$ cat config.mk
export PLATFORM = sky130hd
export DESIGN_NAME = ber_counter_flat
export DESIGN_NICKNAME = d
export VERILOG_FILES = /design/src/rtl/ber_pkg.sv /design/src/rtl/ber_counter_if.sv /design/src/rtl/ber_align_fifo.sv /design/src/rtl/ber_counter.sv /design/src/flat_wrapper.sv
export SDC_FILE = /design/constraint.sdc
export NUM_CORES = 1
export LEC_CHECK = 0
export BUFFER_PORTS_ARGS = -buffer_cell sky130_fd_sc_hd__buf_2
export CORE_UTILIZATION = 60
export DETAILED_ROUTE_END_ITERATION = 8
export PLACE_DENSITY_LB_ADDON = 0.15
export REMOVE_ABC_BUFFERS = 1
export SYNTH_ARGS = -nofsm -noshare
export SYNTH_HDL_FRONTEND = slang
export SYNTH_SLANG_ARGS = --single-unit
$ cat constraint.sdc
create_clock -name CLK -period 17.6 [get_ports CLK]
set_input_delay 0.88 -clock CLK [delete_from_list [all_inputs] [get_ports CLK]]
set_output_delay 0.88 -clock CLK [all_outputs]
set_load 0.01 [all_outputs]
$ cat src/rtl/ber_pkg.sv
// ber_pkg: shared widths, FSM state type and popcount helper for the BER counter.
// Optional feature macro used by this slice: BER_TOTAL_BITS_EN (adds the Bits accumulator).
package ber_pkg;
    localparam int WIDTH = 12;
    localparam int CNT_W = 50;
    localparam int AW    = 3;
    localparam int PCW   = $clog2(WIDTH + 1);

    typedef enum logic [1:0] {IDLE, RUN, HALT} ber_state_t;

    function automatic logic [PCW-1:0] popcount(input logic [WIDTH-1:0] v);
        popcount = '0;
        for (int i = 0; i < WIDTH; i++) popcount = popcount + PCW'(v[i]);
    endfunction
endpackage

$ cat src/rtl/ber_counter_if.sv
// ber_counter_if: word streams, soft clear and result flags of the BER counter.
// master drives tx/rx words, valids and clear; slave (the counter) drives
// Errors, Error_flag, overflow, underrun, saturated and, with BER_TOTAL_BITS_EN, Bits.
interface ber_counter_if import ber_pkg::*; #(
    parameter int WIDTH = ber_pkg::WIDTH,
    parameter int CNT_W = ber_pkg::CNT_W
);
    logic [WIDTH-1:0] tx_word;
    logic             tx_valid;
    logic [WIDTH-1:0] rx_word;
    logic             rx_valid;
    logic             clear;
    logic [CNT_W-1:0] Errors;
    logic             Error_flag;
    logic             overflow;
    logic             underrun;
    logic             saturated;
`ifdef BER_TOTAL_BITS_EN
    logic [CNT_W-1:0] Bits;
    modport master (output tx_word, tx_valid, rx_word, rx_valid, clear,
                     input Errors, Error_flag, overflow, underrun, saturated, Bits);
    modport slave  (input tx_word, tx_valid, rx_word, rx_valid, clear,
                     output Errors, Error_flag, overflow, underrun, saturated, Bits);
`else
    modport master (output tx_word, tx_valid, rx_word, rx_valid, clear,
                     input Errors, Error_flag, overflow, underrun, saturated);
    modport slave  (input tx_word, tx_valid, rx_word, rx_valid, clear,
                     output Errors, Error_flag, overflow, underrun, saturated);
`endif
endinterface

$ cat src/rtl/ber_align_fifo.sv
// ber_align_fifo: synchronous alignment FIFO holding transmitted words until decoded.
// Ports: clk, rst (sync, active-high), push/din, pop, head (current oldest word), full, empty.
// An extra pointer MSB separates full from empty; a push into a full FIFO is
// accepted only when a pop happens in the same cycle.
module ber_align_fifo import ber_pkg::*; #(
    parameter int WIDTH = ber_pkg::WIDTH,
    parameter int AW    = ber_pkg::AW
) (
    input  logic             clk,
    input  logic             rst,
    input  logic             push,
    input  logic             pop,
    input  logic [WIDTH-1:0] din,
    output logic [WIDTH-1:0] head,
    output logic             full,
    output logic             empty
);
    logic [WIDTH-1:0] mem [2**AW];
    logic [AW:0]      wr_ptr, rd_ptr;
    logic             wr_en, rd_en;

    assign empty = wr_ptr == rd_ptr;
    assign full  = (wr_ptr ^ rd_ptr) == {1'b1, {AW{1'b0}}};
    assign rd_en = pop && !empty;
    assign wr_en = push && (!full || rd_en);
    assign head  = mem[rd_ptr[AW-1:0]];

    always_ff @(posedge clk) begin
        if (rst) begin
            wr_ptr <= '0;
            rd_ptr <= '0;
        end else begin
            if (wr_en) begin
                mem[wr_ptr[AW-1:0]] <= din;
                wr_ptr <= wr_ptr + 1'b1;
            end
            if (rd_en) rd_ptr <= rd_ptr + 1'b1;
        end
    end
endmodule

$ cat src/rtl/ber_counter.sv
// ber_counter: compares decoded words against buffered transmitted words and accumulates bit errors.
// Ports: CLK, reset (sync, active-low), bus (ber_counter_if.slave: tx/rx streams, clear, results).
// Macro BER_TOTAL_BITS_EN adds the Bits accumulator (WIDTH per compare, saturating).
module ber_counter import ber_pkg::*; #(
    parameter int WIDTH = ber_pkg::WIDTH,
    parameter int CNT_W = ber_pkg::CNT_W,
    parameter int AW    = ber_pkg::AW
) (
    input  logic         CLK,
    input  logic         reset,
    ber_counter_if.slave bus
);
    ber_state_t       state;
    logic [WIDTH-1:0] head;
    logic             full, empty, rst, cmp;
    logic [PCW-1:0]   d;
    logic [CNT_W:0]   err_sum;
    logic [CNT_W-1:0] errors;
    logic             error_flag, overflow, underrun, saturated;

    // clear behaves exactly like reset, including flushing the FIFO
    assign rst     = !reset || bus.clear;
    assign cmp     = state == RUN && bus.rx_valid && !empty;
    assign d       = popcount(bus.rx_word ^ head);
    assign err_sum = {1'b0, errors} + (CNT_W+1)'(d);

    ber_align_fifo #(.WIDTH(WIDTH), .AW(AW)) u_fifo (
        .clk   (CLK),
        .rst   (rst),
        .push  (bus.tx_valid),
        .pop   (bus.rx_valid),
        .din   (bus.tx_word),
        .head  (head),
        .full  (full),
        .empty (empty)
    );

`ifdef BER_TOTAL_BITS_EN
    logic [CNT_W-1:0] bits;
    logic [CNT_W:0]   bits_sum;
    assign bits_sum = {1'b0, bits} + (CNT_W+1)'(WIDTH);
    assign bus.Bits = bits;
`endif

    always_ff @(posedge CLK) begin
        if (rst) begin
            state      <= IDLE;
            errors     <= '0;
            error_flag <= 1'b0;
            overflow   <= 1'b0;
            underrun   <= 1'b0;
            saturated  <= 1'b0;
`ifdef BER_TOTAL_BITS_EN
            bits       <= '0;
`endif
        end else begin
            error_flag <= cmp && d != '0;
            // a full FIFO always has a head, so any rx_valid frees the slot
            if (bus.tx_valid && full && !bus.rx_valid) overflow <= 1'b1;
            if (state == IDLE && bus.tx_valid) state <= RUN;
            if (cmp) begin
                errors <= err_sum[CNT_W] ? '1 : err_sum[CNT_W-1:0];
`ifdef BER_TOTAL_BITS_EN
                bits   <= bits_sum[CNT_W] ? '1 : bits_sum[CNT_W-1:0];
`endif
                if (err_sum[CNT_W] || &err_sum[CNT_W-1:0]) begin
                    saturated <= 1'b1;
                    state     <= HALT;
                end
            end
            // underrun takes priority over the IDLE->RUN move of a same-cycle push
            if (bus.rx_valid && empty) begin
                underrun <= 1'b1;
                state    <= HALT;
            end
        end
    end

    assign bus.Errors     = errors;
    assign bus.Error_flag = error_flag;
    assign bus.overflow   = overflow;
    assign bus.underrun   = underrun;
    assign bus.saturated  = saturated;
endmodule

$ cat src/flat_wrapper.sv
// flat-port wrapper written by rule: the top's interface ports become plain ports
module ber_counter_flat import ber_pkg::*;
#(
    parameter int WIDTH = ber_pkg::WIDTH,
    parameter int CNT_W = ber_pkg::CNT_W,
    parameter int AW    = ber_pkg::AW
)
  (CLK, reset, bus_tx_word, bus_tx_valid, bus_rx_word, bus_rx_valid, bus_clear, bus_Errors, bus_Error_flag, bus_overflow, bus_underrun, bus_saturated);
  ber_counter_if #(.WIDTH(WIDTH), .CNT_W(CNT_W)) bus_i ();
  input  logic CLK;
  input  logic reset;
  input wire logic [$bits(bus_i.tx_word)-1:0] bus_tx_word;
  input wire logic [$bits(bus_i.tx_valid)-1:0] bus_tx_valid;
  input wire logic [$bits(bus_i.rx_word)-1:0] bus_rx_word;
  input wire logic [$bits(bus_i.rx_valid)-1:0] bus_rx_valid;
  input wire logic [$bits(bus_i.clear)-1:0] bus_clear;
  output wire logic [$bits(bus_i.Errors)-1:0] bus_Errors;
  output wire logic [$bits(bus_i.Error_flag)-1:0] bus_Error_flag;
  output wire logic [$bits(bus_i.overflow)-1:0] bus_overflow;
  output wire logic [$bits(bus_i.underrun)-1:0] bus_underrun;
  output wire logic [$bits(bus_i.saturated)-1:0] bus_saturated;
  assign bus_i.tx_word = bus_tx_word;
  assign bus_i.tx_valid = bus_tx_valid;
  assign bus_i.rx_word = bus_rx_word;
  assign bus_i.rx_valid = bus_rx_valid;
  assign bus_i.clear = bus_clear;
  assign bus_Errors = bus_i.Errors;
  assign bus_Error_flag = bus_i.Error_flag;
  assign bus_overflow = bus_i.overflow;
  assign bus_underrun = bus_i.underrun;
  assign bus_saturated = bus_i.saturated;
  ber_counter #(.WIDTH(WIDTH), .CNT_W(CNT_W), .AW(AW)) u_core (.CLK(CLK), .reset(reset), .bus(bus_i));
endmodule
After elaboration in Yosys (flattened, before gate mapping)
Memories as Yosys holds them, arrays and structs flattened. A register that Yosys moved wholly into a read port is not among the register bits.
Index checks and enable logic that the tools add are counted.
- flip-flop bits (word level): 64
- bits in writable memories: 96
- input bits: 29
- output and inout port bits: 54
- word-level logic and storage cells: 60
- memories: 1
- add/sub/neg operators: 14
- equality and inequality tests: 3
- multiplexer cells: 10
- bitwise operators: 2
- reductions and logical operators: 21
- memory list (name ; depth ; width ; read ports ; clocked after Yosys merged registers in ; wr ports ; RTL line ; text):
    u_core.u_fifo.mem ; 8 ; 12 ; 1 ; 1 ; 1 ; ber_align_fifo.sv:18 ; logic [WIDTH-1:0] mem [2**AW];
- operators with widths (operator ; number):
    adder 50 x 4 -> 51 bit ; 1
    2-to-1 mux 50 bit ; 1
    AND reduction 50 bit ; 1
    adder 4 x 1 -> 4 bit ; 10
    XOR 12 bit ; 1
    logical AND 1 bit ; 9
    adder 4 x 1 -> 4 bit, second input constant ; 2
    2-to-1 mux 2 bit ; 4
    2-to-1 mux 3 bit ; 2
    equality test 4 bit ; 1
    equality test 4 bit, second input constant ; 1
    logical NOT 1 bit ; 4
    nonzero test 4 bit ; 1
    XOR 4 bit ; 1
    logical OR 1 bit ; 3
    2-to-1 mux 1 bit ; 3
    adder 1 x 1 -> 2 bit ; 1
    equality test 2 x 1 -> 1 bit, second input constant ; 1
    logical NOT 2 bit ; 1
    AND reduction 2 bit ; 1
    OR reduction 2 bit ; 1

Logic depth before layout (Yosys ltp)
- depth after elaboration: 18
- mapped depth: 25
- gate-level depth less buffers: 22

By module
Synthesis repeated with hierarchy kept, for this count alone.
- cell total of the unflattened synthesis: 714
- area total of the unflattened synthesis: 8229.1 µm²
- by module, submodules not included (module ; times used ; cells each ; area an instance (µm²) ; sequential area each (µm²)):
    ber_align_fifo ; 1 ; 224 ; 4307.9 ; 3103.0
    ber_counter ; 1 ; 490 ; 3921.3 ; 1121.1

Worst setup path after synthesis
No wires, ideal clock.
- path type: register to register
- start point: register (tool-made name)
- end point: register u_core.saturated (netlist: u_core.bus.saturated)
- library setup time: 0.058 ns
- arrival time: 7.472 ns
- data required time: 17.542 ns
- path slack: 10.070 ns
- cell stages (with the launch flop): 22
- path buffers: 2
- clock period less this slack: 7.530 ns
- cell sequence: dfxtp_1 -> clkbuf_1 -> buf_1 -> mux4_2 -> mux2i_1 -> xnor2_1 -> ha_1 -> fa_1 -> fa_1 -> inv_1 -> fa_1 -> fa_1 -> fa_1 -> fa_1 -> nand2b_1 -> a21oi_1 -> nand4_1 -> or3_1 -> a211o_1 -> or4b_1 -> nor4_2 -> o221a_2
- RTL lines (element ; RTL line ; text):
    end signal, assigned ; ber_counter.sv:52 ; saturated <= 1'b0;
    end signal, assigned ; ber_counter.sv:67 ; saturated <= 1'b1;
    end, declared ; ber_counter.sv:19 ; logic error_flag, overflow, underrun, saturated;

==> impl_results.md <==
- Sw Share: 0.2705
- Power share of the sequential group: 0.464
- Via count: 6496
- Mapped cell area: 8173 µm²
- Int Pwr: 0.0006381 W
- Crit. End Element: flop
- Outcome: finished, final reports clean
- Via density: 6.535
- DP Wirelength: 14330 µm
- Combinational share of power: 0.123
- Dpl cells: 962
- Clk pwr share: 0.413
- CP startpoint kind: flop
- Layout cells sized above 1: 0.2090
- Setup TNS: 0 ns
- Final Hold Fails: 0
- Buffers on Ports: 82
- Peak supply drop: 88.99 µV
- Final Instance Count excl. Fillers: 994
- Sw Pwr: 0.0002366 W
- I/O pin count: 83
- Total track usage: 0.3154
- Leak pwr: 3.174 nW
- Die Area: 14090 µm²
- Crit path max fanout: 24
- Cell row count: 42
- Vias in the first global route: 6163
- Total global routing overflow: 0
- Clk sinks: 163
- R2R cell count: 21
- EDFF count, synth: 96
- Worst hold path type: reg2reg
- PnR Total Power: 0.0008746 W
- Fillcell total: 981
- Syn. warnings: 0
- Worst-Skew Late Latency: 0.44 ns
- Cell count after synthesis: 727
- Async S/R FF share, synth: 0
- TritonCTS Buffers: 17
- Clk slew on worst S/H paths: 0.07 ns
- Worst hold path stage count: 2
- CTS max path bufs: 2
- Area Growth Syn to Fin: 14.59%
- Routed WL per cell: 21.45 µm
- Remaining DRCs: 0
- First-pass GRT wire length: 33440 µm
- Power Density: 93.39 nW/µm²
- Syn avg cell area: 11.24 µm²
- Synth cell types: 59
- Die Ht: 118.7 µm
- GPL Wtd Cong: 0.9625
- WHS: 0.4672 ns
- WP data required: 17.92 ns
- Layout Skew: 0.008230 ns
- ANT cells: 0
- WP data arrival: 8.19 ns
- Core box area: 13240 µm²
- Unrepaired setup endpoints after global routing: false
- Width of the chip: 118.7 µm
- Pre-Repair DR Iteration Count: 5
- H-tree level count: 4
- Final Cycle Share: 0.4474
- Initial Utilization: 0.6172
- CTS tree: done
- Synth Flop Type: edfxtp_1
- Post-CTS resize count: 0
- Worst rel slew slack: 0.2292
- Tmin final: 7.875 ns
- Sequential area share after synthesis: 0.5168
- Measured slew at the worst slew-check pin: 1.156 ns
- DRT Wirelength: 21320 µm
- Fmax achieved: 127.0 MHz
- Final Max Slew Viols: 0
- Final nets: 852
- Seq cells post-synth: 163
- Max Cap Viol: 0
- Setup Fix Bufs, Post-CTS: 0
- Final setup viols: 0
- Largest net degree at the start of global routing: 55
- ANT nets after route: 0
- Cts hold-fix bufs: 0
- Crit Path Class: reg2reg
- Antenna violations before repair: 0
- First DRT Iteration DRCs: 593
- Root buf cell: clkbuf_16
==> power by group through the flow <==
stage | Sequential, W | Combinational [W] | Clock, W
global route | 0.000406 | 0.000119 | 0.000379
global placement | 0.000414 | 0.000101 | 0
floorplan | 0.000415 | 0.0000732 | 0
finish | 0.000406 | 0.000108 | 0.000361
CTS | 0.000406 | 0.000108 | 0.000365
detailed placement | 0.000414 | 0.000106 | 0
==> cell usage in the layout, fill, tap and decap left out, types with 4 or more instances in the layout <==
cell type	netlist	layout
a211o_1	9	9
a211oi_1	8	8
a21oi_1	56	56
a311oi_1	13	13
a31oi_1	7	7
and2_1	4	4
and3_1	15	15
buf_2	7	82
buf_4	0	17
clkbuf_16	0	17
dfxtp_1	67	67
edfxtp_1	96	96
fa_1	8	8
ha_1	10	10
inv_1	24	24
inv_6	0	6
inv_8	0	5
mux2i_1	19	19
mux4_2	24	24
nand2_1	36	36
nand2b_1	8	7
nand3_1	25	25
nand4_1	18	18
nor2_1	62	62
nor2b_1	4	4
nor3_1	15	13
nor4_1	12	12
o21ai_0	40	40
o31ai_1	5	5
or3_1	8	8
or4_1	7	7
xnor2_1	32	32
xor2_1	12	12
==> cells in the mapped netlist (3+ instances only) <==
| master | count | area, µm² |
|---|---|---|
| nor2_1 | 62 | 232.7 |
| a211o_1 | 9 | 78.83 |
| a211oi_1 | 8 | 60.06 |
| and4_1 | 3 | 26.28 |
| buf_1 | 6 | 22.52 |
| ha_1 | 10 | 125.1 |
| or3_1 | 8 | 50.05 |
| o31ai_1 | 5 | 37.54 |
| edfxtp_1 | 96 | 2883 |
| a21oi_1 | 56 | 280.3 |
| nand4_1 | 18 | 112.6 |
| fa_1 | 8 | 160.2 |
| xnor2_1 | 32 | 280.3 |
| inv_1 | 24 | 90.09 |
| nand3_1 | 25 | 125.1 |
| mux4_2 | 24 | 540.5 |
| o21ai_0 | 40 | 200.2 |
| o22ai_1 | 3 | 18.77 |
| and3_1 | 15 | 93.84 |
| or4_1 | 7 | 52.55 |
| nand2_1 | 36 | 135.1 |
| dfxtp_1 | 67 | 1341 |
| nor3_1 | 15 | 75.07 |
| mux2i_1 | 19 | 190.2 |
| a31oi_1 | 7 | 43.79 |
| nor4_1 | 12 | 75.07 |
| a311oi_1 | 13 | 113.9 |
| and2_1 | 4 | 25.02 |
| nor2b_1 | 4 | 25.02 |
| buf_2 | 7 | 35.03 |
| xor2_1 | 12 | 105.1 |
| nand2b_1 | 8 | 50.05 |
| clkbuf_1 | 27 | 101.4 |
==> logic make-up (layout without fill, tap and decap cells) <==
kind of cell,after synthesis,after routing,synth area share
AND/OR/NAND/NOR,237,237,0.1609
flip-flops,163,163,0.5168
AO/OA/AOI/OAI,158,158,0.1203
buffers and inverters,64,155,0.03047
XOR/XNOR,44,44,0.04715
multiplexers,43,43,0.08941
adder cells (fa/ha/maj),18,18,0.03490
==> per-layer routing <==
layer	global-route usage	wire, µm	vias to the layer above
met5	0	0	-
met4	0.1337	575	0
met3	0.05792	1662	58
met2	0.5256	10690	342
met1	0.4046	8397	3164
li1	-	-	2932
==> final timing paths <==
check,endpoint,start,slack [ns]
setup / recovery,u_core.bus.Errors[21],flop,9.73
hold / removal,u_core.bus.overflow,u_core.bus.overflow,0.47
setup reg to reg,u_core.bus.Errors[21],flop,9.73
hold reg to reg,u_core.bus.overflow,u_core.bus.overflow,0.47
==> sequential cells by signal, indices dropped and copies added, names as in the netlist, 2 cells and up, named ones only <==
name,cells
u_core.u_fifo.rd_ptr,4
u_core.u_fifo.wr_ptr,4
u_core.bus.Errors,50
u_core.u_fifo.mem,96
u_core.state,2
==> critical path, cell delays in order (launching register included) <==
cell	delay (ns)
dfxtp_1	0.31
buf_4	0.40
mux4_2	0.56
mux2i_1	0.20
xnor2_1	0.15
ha_1	0.27
fa_1	0.51
fa_1	0.56
inv_1	0.07
fa_1	0.52
fa_1	0.47
fa_1	0.50
fa_1	0.46
nand2b_1	0.20
a21oi_1	0.13
buf_4	0.21
nand4_1	0.28
or4_1	0.64
buf_4	0.29
nand2_1	0.50
nor2_1	0.17
a311oi_1	0.32
==> area by class of cell <==
cell class                      count  area [µm²]  share of cell area
Clock buffer                       17       425.4             0.04542
Clock inverter                     15       150.1             0.01603
Inverter                           24       90.09            0.009619
Multi-Input combinational cell    500        3717              0.3969
Sequential cell                   163        4224              0.4510
Tap cell                          176       220.2             0.02351
Timing Repair Buffer               99       538.0             0.05745
==> stage by stage <==
stage          worst slack [ns]  utilization  area, µm²
2_1_floorplan             9.620            -       8014
3_3_place_gp              9.950       0.6637       8790
3_5_place_dp              9.757       0.6637       8790
4_1_cts                   9.747       0.7072       9365
5_1_grt                   9.404       0.7072       9365
6_report                  9.725       0.7072       9365
Note: power is estimated with default switching activity, not from simulation.
